`config.mk`:
```
export PLATFORM = sky130hd
export DESIGN_NAME = regfile_dump
export DESIGN_NICKNAME = d
export VERILOG_FILES = /design/src/rtl/regfile_dump.sv
export SDC_FILE = /design/constraint.sdc
export NUM_CORES = 1
export LEC_CHECK = 0
export ABC_AREA = 1
export BUFFER_PORTS_ARGS = -buffer_cell sky130_fd_sc_hd__buf_2
export CORE_ASPECT_RATIO = 0.6
export CORE_MARGIN = 1
export CORE_UTILIZATION = 44
export DETAILED_ROUTE_END_ITERATION = 6
export PLACE_DENSITY = 0.73
export SYNTH_ARGS = -nofsm -noshare
export SYNTH_HDL_FRONTEND = slang
export SYNTH_SLANG_ARGS = --single-unit
```
`constraint.sdc`:
```
create_clock -name CLK -period 1.5 [get_ports CLK]
set_input_delay 0.15 -clock CLK [delete_from_list [all_inputs] [get_ports CLK]]
set_output_delay 0.15 -clock CLK [all_outputs]
set_load 0.03 [all_outputs]
```
`src/rtl/regfile_dump.sv`:
```
// +----------------------------------------------------------------------------+
// | regfile_dump: walks the register file read port and streams (idx, value)  |
// | beats over valid/ready with a running XOR checksum.  Rev 1.0               |
// +----------------------------------------------------------------------------+
`default_nettype none

module regfile_dump #(
  parameter int NREGS     = 32,
  parameter int IW        = $clog2(NREGS),
  parameter int SKIP_ZERO = 0
) (
  input  logic          CLK,
  input  logic          RST,
  input  logic          start,
  input  logic          abort,
  output logic          busy,
  output logic          hold_wr,
  output logic          done,
  output logic [IW-1:0] rsel,
  input  logic [31:0]   rdat,
  output logic          out_valid,
  input  logic          out_ready,
  output logic [IW-1:0] out_idx,
  output logic [31:0]   out_data,
  output logic [31:0]   checksum
);

  typedef enum logic [1:0] {
    S_IDLE = 2'd0,
    S_READ = 2'd1,
    S_SEND = 2'd2,
    S_DONE = 2'd3
  } state_t;

  localparam logic [IW-1:0] c_FIRST = (SKIP_ZERO != 0) ? IW'(1) : '0;
  localparam logic [IW-1:0] c_LAST  = IW'(NREGS - 1);

  state_t        r_state;
  state_t        w_next;
  logic [IW-1:0] r_idx;
  logic [IW-1:0] r_out_idx;
  logic [31:0]   r_out_data;
  logic [31:0]   r_checksum;
  logic          w_fire;

  assign w_fire = (r_state == S_SEND) && out_ready;

  always_ff @(posedge CLK) begin
    if (RST) r_state <= S_IDLE;
    else     r_state <= w_next;
  end

  always_comb begin
    w_next = r_state;
    unique case (r_state)
      S_IDLE: if (start) w_next = S_READ;
      S_READ: w_next = abort ? S_IDLE : S_SEND;
      S_SEND: begin
        // abort wins the transition even when the beat is accepted
        if (abort)       w_next = S_IDLE;
        else if (w_fire) w_next = (r_idx == c_LAST) ? S_DONE : S_READ;
      end
      S_DONE: w_next = S_IDLE;
    endcase
  end

  always_ff @(posedge CLK) begin
    if (RST) begin
      r_idx      <= '0;
      r_out_idx  <= '0;
      r_out_data <= '0;
      r_checksum <= '0;
    end else begin
      if ((r_state == S_IDLE) && start) begin
        r_idx      <= c_FIRST;
        r_checksum <= '0;
      end
      if (r_state == S_READ) begin
        r_out_data <= rdat;
        r_out_idx  <= r_idx;
      end
      if (w_fire) begin
        r_checksum <= r_checksum ^ r_out_data;
        if (!abort && (r_idx != c_LAST)) r_idx <= r_idx + 1'b1;
      end
    end
  end

  assign busy      = (r_state == S_READ) || (r_state == S_SEND);
  assign hold_wr   = busy;
  assign done      = (r_state == S_DONE);
  assign out_valid = (r_state == S_SEND);
  assign rsel      = busy ? r_idx : '0;
  assign out_idx   = r_out_idx;
  assign out_data  = r_out_data;
  assign checksum  = r_checksum;

endmodule

`default_nettype wire

```
After elaboration in Yosys (flattened, before gate mapping)
Cells that the tools add are included.
{"block": "op_classes", "add_sub_neg": 1, "multipliers": 0, "div": 0, "magnitude_cmp": 0, "n_eq_ne": 7, "shift": 0, "n_mux": 12, "n_bitwise": 1, "n_reduce_logical": 8}
{"operator": "$mux W32", "n": 2}
{"operator": "$xor A32 B32 Y32", "n": 1}
{"operator": "$mux W5", "n": 4}
{"operator": "$mux W2", "n": 5}
{"operator": "$pmux W2 S4", "n": 1}
{"operator": "$add A5 B1 Y5 const B", "n": 1}
{"operator": "$eq A5 B5 Y1 const B", "n": 1}
{"operator": "$ne A5 B5 Y1 const B", "n": 1}
{"operator": "$eq A2 B2 Y1 const B", "n": 2}
{"operator": "$logic_and A1 B1 Y1", "n": 3}
{"operator": "$ne A3 B2 Y1 const B", "n": 1}
{"operator": "$eq A2 B1 Y1 const B", "n": 1}
{"operator": "$logic_not A2 Y1", "n": 1}
{"operator": "$ne A2 B2 Y1 const B", "n": 1}
{"operator": "$reduce_and A2 Y1", "n": 1}
{"operator": "$reduce_bool A2 Y1", "n": 1}
{"operator": "$logic_not A1 Y1", "n": 1}
{"operator": "$logic_or A1 B1 Y1", "n": 1}
{"block": "totals", "ff_bits": 76, "latch_bits": 0, "ramBits": 0, "rom_bits": 0, "input_bits": 37, "out_inout_bits": 78, "wordCells": 34, "memories": 0}

Logic depth before layout (Yosys ltp)
{"block": "logic_depth", "word_depth": 5, "mapped_depth": 11, "mapped_depth_nobuf": 11}

Worst setup path after synthesis
OpenSTA, ideal clock, no wires.
{"block": "synth_path", "kind": "reg-to-reg", "from": "register r_state[0]", "to": "register r_checksum[28] (netlist: checksum[28])", "setup_ns": 0.066, "arrival_time_ns": 1.583, "required_time_ns": 1.434, "setup_slack_ns": -0.149, "stages_incl_launch_ff": 9, "n_path_buf": 2, "synth_period_minus_slack_ns": 1.649, "path_cell_list": "dfxtp_1 inv_1 ha_1 nand2_1 buf_6 a21oi_4 buf_6 o21ai_2 a21oi_2"}
{"block": "synth_between", "elab_chain_cells": 3, "word_cells_on_any_way": 6, "cone_classes": "eq/ne: 1; mux: 1; reduce/logical: 4"}
{"item": "from (decl)", "line": "38", "text": "state_t r_state;"}
{"item": "from (signal assigned)", "line": "50", "text": "else r_state <= w_next;"}
{"item": "$eq A2 B2 Y1 (*)"}
{"item": "via out_valid", "line": "21", "text": "output logic out_valid,"}
{"item": "$logic_and A1 B1 Y1 (*)", "line": "46", "text": "assign w_fire = (r_state == S_SEND) && out_ready;"}
{"item": "$mux W32 or $reduce_bool A2 Y1 (tied branches)"}
{"item": "to (signal assigned)", "line": "83", "text": "r_checksum <= r_checksum ^ r_out_data;"}
{"item": "to (decl)", "line": "43", "text": "logic [31:0] r_checksum;"}
The timed path passes the listed nets; every way through them passes the cells marked *.
A chain may end at the register's enable or synchronous reset.

Final worst setup path
{"block": "layout_path", "from": "register r_idx[1]", "to": "register r_idx[0]"}
{"block": "layout_between", "elab_chain_cells": 4}
{"item": "from (decl)", "line": "40", "text": "logic [IW-1:0] r_idx;"}
{"item": "from (signal assigned)", "line": "75", "text": "r_idx <= c_FIRST;"}
{"item": "from (signal assigned)", "line": "84", "text": "if (!abort && (r_idx != c_LAST)) r_idx <= r_idx + 1'b1;"}
{"item": "$ne A5 B5 Y1", "line": "84"}
{"item": "$logic_and A1 B1 Y1", "line": "84"}
{"item": "$mux W5", "line": "84"}
{"item": "$mux W5", "line": "82", "text": "if (w_fire) begin"}
No other way between the ends.

==> metrics <==
CP endpoint kind flip-flop; Clock Sinks 76; sequence of cells on the critical path ha_4, nand2_2, nor2_2, ha_2, inv_2, nand2_4, nor2_4, buf_6, a211oi_1; average cell area after synthesis 8.00 um^2; signed area change from the synthesized netlist to the final layout 36.8%; overall track demand over capacity in global routing 0.215; CTS tree yes; Gate Count Post-Synth 399; syn_nets 443; power density over cell area 1150 mW/mm^2; Internal Pwr Total 3.58 mW; number of vias after detailed routing 2980; clk root buf clkbuf_16; actual slew at the worst max-slew pin 234 ps; clock slew at the register clock pins of the worst setup and hold paths 60 ps; initial core utilization 0.466; overflow left after global routing 0; # port buffers 114; initial drt markers 155; simple-gate share of the synthesized area 0.182; number of nets in the layout 575; Critical Setup Path Class reg2reg; Fmax 671 MHz; core footprint 0.00685 mm^2; die area 0.00761 mm^2; adder and majority cell fraction of the synthesized area 0.0274; Tcrit/Tclk final 0.994; main combinational cell family by area after synthesis compound AO/OA/AOI/OAI gates; max incr delay on CP 350 ps; Max Fanout on Critical Path 4; proportion of power drawn by combinational gates 0.180; area fraction in compound gates after synthesis 0.226; standard cell with the maximum stage delay on the critical path dfxtp_2; Antenna Violating Nets Remaining 0; H-tree levels 3; post-synthesis mux area share 0; antenna cells 0; TritonCTS buffer count 9; total standard cell area after synthesis 0.00319 mm^2; share of total power in sequential cells 0.444; max-cap viol count 0; drt drc 11; violations in the final reports DRC; most common library cell in the layout ignoring fill and taps buf_2; final worst path period need 1490 ps; source-to-sink clock delay at the later pin of the worst-skew pair 330 ps; total of flip-flops plus latches after synthesis 76; Largest delay share family, worst path flip-flops; commonest cells after routing, fill and taps aside buf_2 (109), dfxtp_1 (72), nor2_1 (65); y dimension of the die 68.0 um; Max Clock Skew 4.43 ps; clock share of power 0.377; Final HPWL DP 5730 um; number of primary I/O pins 115; XOR/XNOR Fraction of Synth Area 0; leading cell types by total area after synthesis dfxtp_1 (48%), nor2_1 (7.9%), nand2_1 (6.7%); max-slew violation count 0; synthesis warning total 0; outcome finished, violations left; wire length reported by the detailed router 7820 um; Sw Ratio 0.290; clk buf depth 2; standard-cell row count 23; Avg WL per Cell 12.6 um; leakage 1.97 nW; vias per cell 4.80; RSZ-0062 raised after global routing true; worst hold path type in2reg; hold buffers post-CTS 0; first-pass GRT wire length 12600 um; Cell variety after synth 23; CP bufs+invs 2; Max-slew headroom 0.842; Final Hold Viols 0; net switching component of the power 1.46 mW; number of failing setup endpoints in the final timing report 0; Power Total 5.04 mW; required time reported for the critical path endpoint 1730 ps; worst reg-to-reg setup slack 10 ps; final RePlAce weighted congestion 0.873; fraction of final layout cells with drive strength greater than 1 0.414; area fraction of the dominant cell type after synthesis 0.477; post-synthesis sequential area ratio 0.477; arrival time of data at the critical path endpoint 1720 ps; pin count of the biggest net entering global routing 37; critical path launch point type flip-flop; VDD IR-drop max 0.561 mV; worst hold slack across all endpoints 35.2 ps; vias in the first global route 2696; Die W 112 um; initial antenna violation count 0; iteration count of the initial detailed-routing pass 6; post-synth top area cell dfxtp_1
[cells in the mapped netlist]
master / number
a211oi_1: 1
a21oi_1: 27
a21oi_2: 20
a21oi_4: 1
a22oi_1: 1
buf_2: 2
buf_4: 2
buf_6: 5
clkbuf_1: 10
dfxtp_1: 76
ha_1: 7
inv_1: 41
inv_2: 2
nand2_1: 57
nand3_1: 4
nand3b_1: 3
nor2_1: 67
nor2_2: 1
nor3_1: 2
o21ai_0: 41
o21ai_2: 20
or2_0: 8
or2_2: 1
[metrics by stage]
step                      worst slack, ps  cells   util  TNS [ps]  cell area [um^2]
final                                9.57    621  0.638         0              4370
after global routing                -59.5    621  0.638      -202              4370
after CTS                            3.33    617  0.626         0              4290
after detailed placement            -33.1    603  0.579     -84.8              3970
after global placement               15.8    603  0.579         0              3970
after floorplan                      12.8    399      -         0              3200
[layout make-up]
class	count	area (um^2)
Fill cell	606	2480
Sequential cell	76	1530
Multi-Input combinational cell	261	1470
Timing Repair Buffer	140	842
Clock buffer	11	243
Inverter	43	164
Tap cell	87	109
Clock inverter	3	15.0
[layer usage]
metal / routed length, um / GRT usage / share of wire
met1: 3760 / 0.267 / 0.48
met2: 3370 / 0.345 / 0.43
met3: 589 / 0.0815 / 0.075
met4: 103 / 0.0800 / 0.013
met5: 0 / 0 / 0
[power by group through the flow]
stage,Combinational (mW),Sequential [mW],Clock (mW)
final,0.906,2.24,1.90
after global routing,0.989,2.25,2.02
after CTS,0.901,2.23,1.96
after detailed placement,0.886,2.27,0
after global placement,0.875,2.27,0
after floorplan,0.354,2.50,0
[state kept, by name, summed over array words and instances, names as in the netlist]
register	cells
checksum	32
out_data	32
out_idx	5
r_state	2
r_idx	5
[tightest hold or removal path, delay by kind of cell]
kind	cells	cell delay, ps
and+or+nand+nor	2	110
buffers and inverters	1	70
[worst paths after layout]
path                              startpoint            to  depth (start not counted)
worst min-delay path                rdat[25]  out_data[25]                          3
worst min register to register  checksum[31]  checksum[31]                          2
worst max register to register      r_idx[1]      r_idx[0]                          9
worst max-delay path                r_idx[1]      r_idx[0]                          9
[cell families after synthesis]
group / Yosys count
AO/OA/AOI/OAI: 111
adder cells (fa/ha/maj): 7
buffers and inverters: 62
flip-flops: 76
AND/OR/NAND/NOR: 143
[timing repair]
action                                  in CTS  in global routing
endpoints found under the setup margin      18                 14
pin swaps                                    2                 11
resized for setup                           21                 20
hold endpoints to repair                     0                  0
buffers inserted                             0                  4
(Power assumes the default switching activity.)
